## config.mk

```make
export PLATFORM = sky130hd
export DESIGN_NAME = gpio_input_capture
export DESIGN_NICKNAME = d
export VERILOG_FILES = /design/src/rtl/gpio_input_capture.sv
export SDC_FILE = /design/constraint.sdc
export NUM_CORES = 1
export LEC_CHECK = 0
export BUFFER_PORTS_ARGS = -buffer_cell sky130_fd_sc_hd__buf_2
export CAP_MARGIN = 15
export CORE_ASPECT_RATIO = 0.6
export CORE_MARGIN = 3
export CORE_UTILIZATION = 50
export DETAILED_ROUTE_END_ITERATION = 12
export PLACE_DENSITY_LB_ADDON = 0.08
export SLEW_MARGIN = 20
export SYNTH_ARGS = -nofsm -noshare
export SYNTH_HDL_FRONTEND = slang
export SYNTH_SLANG_ARGS = --single-unit
```

## constraint.sdc

```tcl
create_clock -name clk -period 2.4 [get_ports clk]
set_input_delay 0.48 -clock clk [delete_from_list [all_inputs] [get_ports clk]]
set_output_delay 0.48 -clock clk [all_outputs]
set_load 0.01 [all_outputs]
```

## src/rtl/gpio_input_capture.sv

```systemverilog
// GPIO input capture: per-bit synchronizer, debouncer, edge detect, sticky W1C status/overrun, level irq.
// Pin-to-gpio_value latency SYNC_STAGES+DEBOUNCE_CYCLES cycles; no backpressure, events latch until cleared.
module gpio_input_capture #(
  parameter int WIDTH           = 8,
  parameter int SYNC_STAGES     = 2,
  parameter int DEBOUNCE_CYCLES = 3000
) (
  input  logic             clk,
  input  logic             resetn,
  input  logic [WIDTH-1:0] gpio_io_i,
  input  logic [WIDTH-1:0] rise_en,
  input  logic [WIDTH-1:0] fall_en,
  input  logic             clr_valid,
  input  logic [WIDTH-1:0] clr_mask,
  output logic [WIDTH-1:0] gpio_value,
  output logic [WIDTH-1:0] status,
  output logic [WIDTH-1:0] overrun,
  output logic             irq
);

  localparam int CW = $clog2(DEBOUNCE_CYCLES + 1);
  localparam logic [CW-1:0] CNT_LAST = CW'(DEBOUNCE_CYCLES - 1);
  localparam logic [CW-1:0] CNT_ONE  = CW'(1);

  logic [SYNC_STAGES-1:0][WIDTH-1:0] r_sync;
  logic [WIDTH-1:0][CW-1:0]          r_cnt;
  logic [WIDTH-1:0]                  r_value;
  logic [WIDTH-1:0]                  r_status;
  logic [WIDTH-1:0]                  r_overrun;
  logic                              r_irq;

  logic [WIDTH-1:0]                  w_sync;
  logic [WIDTH-1:0][CW-1:0]          w_cnt_next;
  logic [WIDTH-1:0]                  w_toggle;
  logic [WIDTH-1:0]                  w_event;
  logic [WIDTH-1:0]                  w_clr;
  logic [WIDTH-1:0]                  w_status_next;
  logic [WIDTH-1:0]                  w_overrun_next;

  assign w_sync = r_sync[SYNC_STAGES-1];

  // The counter only runs while the synchronized bit disagrees with the
  // debounced value; reaching the last count flips the value and rearms.
  always_comb begin
    w_toggle   = '0;
    w_cnt_next = '0;
    for (int i = 0; i < WIDTH; i++) begin
      if (w_sync[i] != r_value[i]) begin
        if (r_cnt[i] == CNT_LAST) begin
          w_toggle[i] = 1'b1;
        end else begin
          w_cnt_next[i] = r_cnt[i] + CNT_ONE;
        end
      end
    end
  end

  // Direction comes from the current debounced value: 0 about to toggle is a rise.
  assign w_event        = w_toggle & ((~r_value & rise_en) | (r_value & fall_en));
  assign w_clr          = {WIDTH{clr_valid}} & clr_mask;
  assign w_status_next  = (r_status & ~w_clr) | w_event;
  assign w_overrun_next = (r_overrun & ~w_clr) | (w_event & r_status & ~w_clr);

  always_ff @(posedge clk or negedge resetn) begin
    if (!resetn) begin
      r_sync    <= '0;
      r_cnt     <= '0;
      r_value   <= '0;
      r_status  <= '0;
      r_overrun <= '0;
      r_irq     <= 1'b0;
    end else begin
      r_sync    <= {r_sync[SYNC_STAGES-2:0], gpio_io_i};
      r_cnt     <= w_cnt_next;
      r_value   <= r_value ^ w_toggle;
      r_status  <= w_status_next;
      r_overrun <= w_overrun_next;
      r_irq     <= |w_status_next;
    end
  end

  assign gpio_value = r_value;
  assign status     = r_status;
  assign overrun    = r_overrun;
  assign irq        = r_irq;

endmodule

```

==> metrics.csv <==
stage,metric,value,unit
status,status,"finished, final reports clean",
clock_network,post_cts_buffers,0,
cells_and_area,fin_util,62.2,%
clock_network,cts_resized,0,
detailed_routing,drt_first_iter_violations,188,
detailed_routing,vias,4106,
critical_path,cp-end-kind,flop,
min_path,hold_class,in -> async,
cells_and_area,num_antenna_cells,0,
timing,timing.fmax,0.438,GHz
cells_and_area,design_area,0.00714,mm^2
detailed_routing,drc,0,
critical_path,crit_type,reg -> reg,
cells_and_area,drive_above_1_share,16.9,%
floorplan,initial_core_util,52.1,%
place,dp_hpwl,7870,um
floorplan,ios,60,
cells_and_area,area_growth,19.3,%
timing,fin_setup_tns,0,ns
detailed_routing,dr.pass1.iters,4,
synthesis,netlist_instances,571,
synthesis,synth.cell_area,0.00598,mm^2
timing,rsz0062_at_grt,false,
synthesis,seq_area_frac_synth,57.3,%
detailed_routing,wirelength,11300,um
clock_network,cts_buffer_depth,2,
clock_network,cts_buffers,17,
synthesis,synth.avg_cell_area,10.5,um^2
timing,report.final.slew_viol_count,0,
global_routing,grtUsageTotal,18.2,%
detailed_routing,wire_per_inst,13.7,um
global_routing,overflow,0,
power,p_leak,3.33,nW
synthesis,ys_seq_elements,137,
clock_network,clkSinkCount,137,
clock_network,insertion_delay,0.41,ns
critical_path,worstPathMaxFanout,4,
global_routing,grt_max_degree,62,
cells_and_area,fin_nets,691,
power,power.total,5.25,mW
timing,relSlewSlack,53.0,%
clock_network,cts_tree,built,
floorplan,coreArea,0.0115,mm^2
power,peakVddDrop,0.000458,V
global_routing,grt_pass1_wl,19600,um
synthesis,synth.net_count,614,
floorplan,die_x,147,um
timing,finalCritPeriodShare,95.2,%
timing,worst_pin_slew,0.699,ns
clock_network,cts_max_level,4,
global_routing,grt_pass1_vias,4102,
floorplan,die-area,0.0134,mm^2
global_routing,grt_antenna_before_repair,0,
clock_network,clockRootBuffer,clkbuf_16,
flow_run,cap_violations,0,
synthesis,yosys_warnings,0,
critical_path,arrival,2.56,ns
place,place.gp.congestion,0.790,
timing,fin_worst_skew,0.00827,ns
critical_path,worst_ep_required_time,2.68,ns
floorplan,die_h,90.7,um
place,placed_cell_area,0.00653,mm^2
power,powerDensity,735,mW/mm^2
place,dp_slack,0.176,ns
timing,hold_viol_final,0,
clock_network,ctsHoldBuffers,0,
place,port_buffers,59,
timing,setup_ws,0.115,ns
detailed_routing,via_per_inst,5.00,
floorplan,rows,30,
critical_path,start_kind,flop,
detailed_routing,ant_nets,0,
timing,period_needed,2.29,ns
timing,setup_violations,0,
synthesis,synth_cell_types,38,
clock_network,clk_pin_slew,0.06,ns
==> placed cells by master, fill, tap and decap left out, drive strengths merged, types with 2 or more instances in the layout <==
cell	instances
a21oi	13
a22o	3
a22oi	3
a31oi	4
and2	3
and3	21
and4	3
and4b	2
buf	68
bufinv	3
clkbuf	18
clkinv	4
clkinvlp	5
dfrtp	137
ha	8
inv	16
mux2	8
nand2	37
nand2b	2
nand3	38
nand3b	7
nand4	13
nor2	117
nor2b	6
nor3	9
nor4	2
nor4b	4
o21ai	11
or2	4
or4	2
xnor2	48
xor2	36
==> sequential cells by signal, indices dropped and copies added (netlist names), named ones only <==
signal	count
irq	1
r_cnt	96
w_sync	8
status	8
r_sync	8
overrun	8
==> worst max-delay path: stages (launching register included) <==
cell and delay (ns):
dfrtp_1 0.41, ha_1 0.24, and4b_1 0.23, and3_4 0.16, a22o_1 0.22, or4_1 0.50, or4_1 0.40
==> layout make-up <==
| class | instances | area, um^2 |
|---|---|---|
| flip-flops and latches | 137 | 3430 |
| repair buffers | 68 | 382 |
| clock buffers | 18 | 439 |
| clock inverters | 14 | 173 |
| multi-input cells | 410 | 2460 |
| fillers | 936 | 4350 |
| well taps | 160 | 200 |
| inverters | 14 | 52.6 |
==> metal layers <==
layer	track usage (%)	vias to the layer above	share of wire (%)
met5	0	-	0
met4	4.96	0	0.72
met3	5.92	9	3.9
met2	27.3	45	44
met1	25.8	1979	51
li1	-	2073	-
==> final timing paths <==
path | slack [ns] | from | end | depth (start not counted)
worst max-delay path | 0.11 | r_cnt[72] | irq | 6
worst min-delay path | 0.008 | resetn | r_cnt[31] | 1
worst max register to register | 0.11 | r_cnt[72] | irq | 6
worst min register to register | 0.35 | r_sync[0] | w_sync[0] | 0
max in group asynchronous | 1.67 | resetn | asynchronous set/reset pin | 2
min in group clk | 0.17 | gpio_io_i[3] | r_sync[3] | 1
==> power breakdown <==
part | internal (mW) | switching, mW | leakage, nW | total, mW
Combinational | 0.0732 | 0.124 | 1.19 | 0.197
Sequential | 2.36 | 0.0420 | 1.86 | 2.40
Clock | 1.66 | 0.984 | 0.285 | 2.65
==> cell families (layout without fill, tap and decap cells) <==
kind of cell	count (synthesis)	after routing	synth area share, %
mux	8	8	1.51
fa+ha+maj	8	8	1.67
buf+inv	24	114	1.51
flops	137	137	57.3
simple gates	274	274	22.2
xor+xnor	84	84	12.3
compound gates	36	36	3.51
==> synthesized netlist by cell type <==
cell	n	area, um^2
or3_1	1	6.26
nand4bb_1	1	11.3
a22oi_1	3	22.5
inv_1	14	52.6
a21oi_1	13	65.1
nand2b_1	2	12.5
or2_1	2	12.5
a2111oi_0	1	8.76
ha_1	8	100
nand2_2	1	6.26
nor4b_1	4	35.0
nand3_1	38	190
nor3_1	9	45.0
nand3b_1	7	52.6
nor2_1	117	439
nor4_1	2	12.5
and4b_1	2	20.0
or4_1	2	15.0
and3_4	1	11.3
nor2b_1	6	37.5
xnor2_1	48	420
a21o_1	1	7.51
and4_1	3	26.3
and4bb_1	1	12.5
o21ai_0	10	50.1
nand2_1	36	135
and2_1	3	18.8
a31oi_1	4	25.0
mux2_2	8	90.1
or4b_1	1	10.0
or2_2	2	12.5
xor2_1	36	315
dfrtp_1	137	3430
clkbuf_1	10	37.5
o21ai_1	1	5.00
and3_1	20	125
a22o_1	3	26.3
nand4_1	13	81.3
==> through the flow <==
stage | hold slack (ns) | instances
floorplan | 0.184 | 571
global route | 0.0310 | 821
detailed placement | 0.336 | 789
global placement | 0.331 | 789
finish | 0.00777 | 821
CTS | 0.0152 | 821
Note: power is estimated with default switching activity, not from simulation.
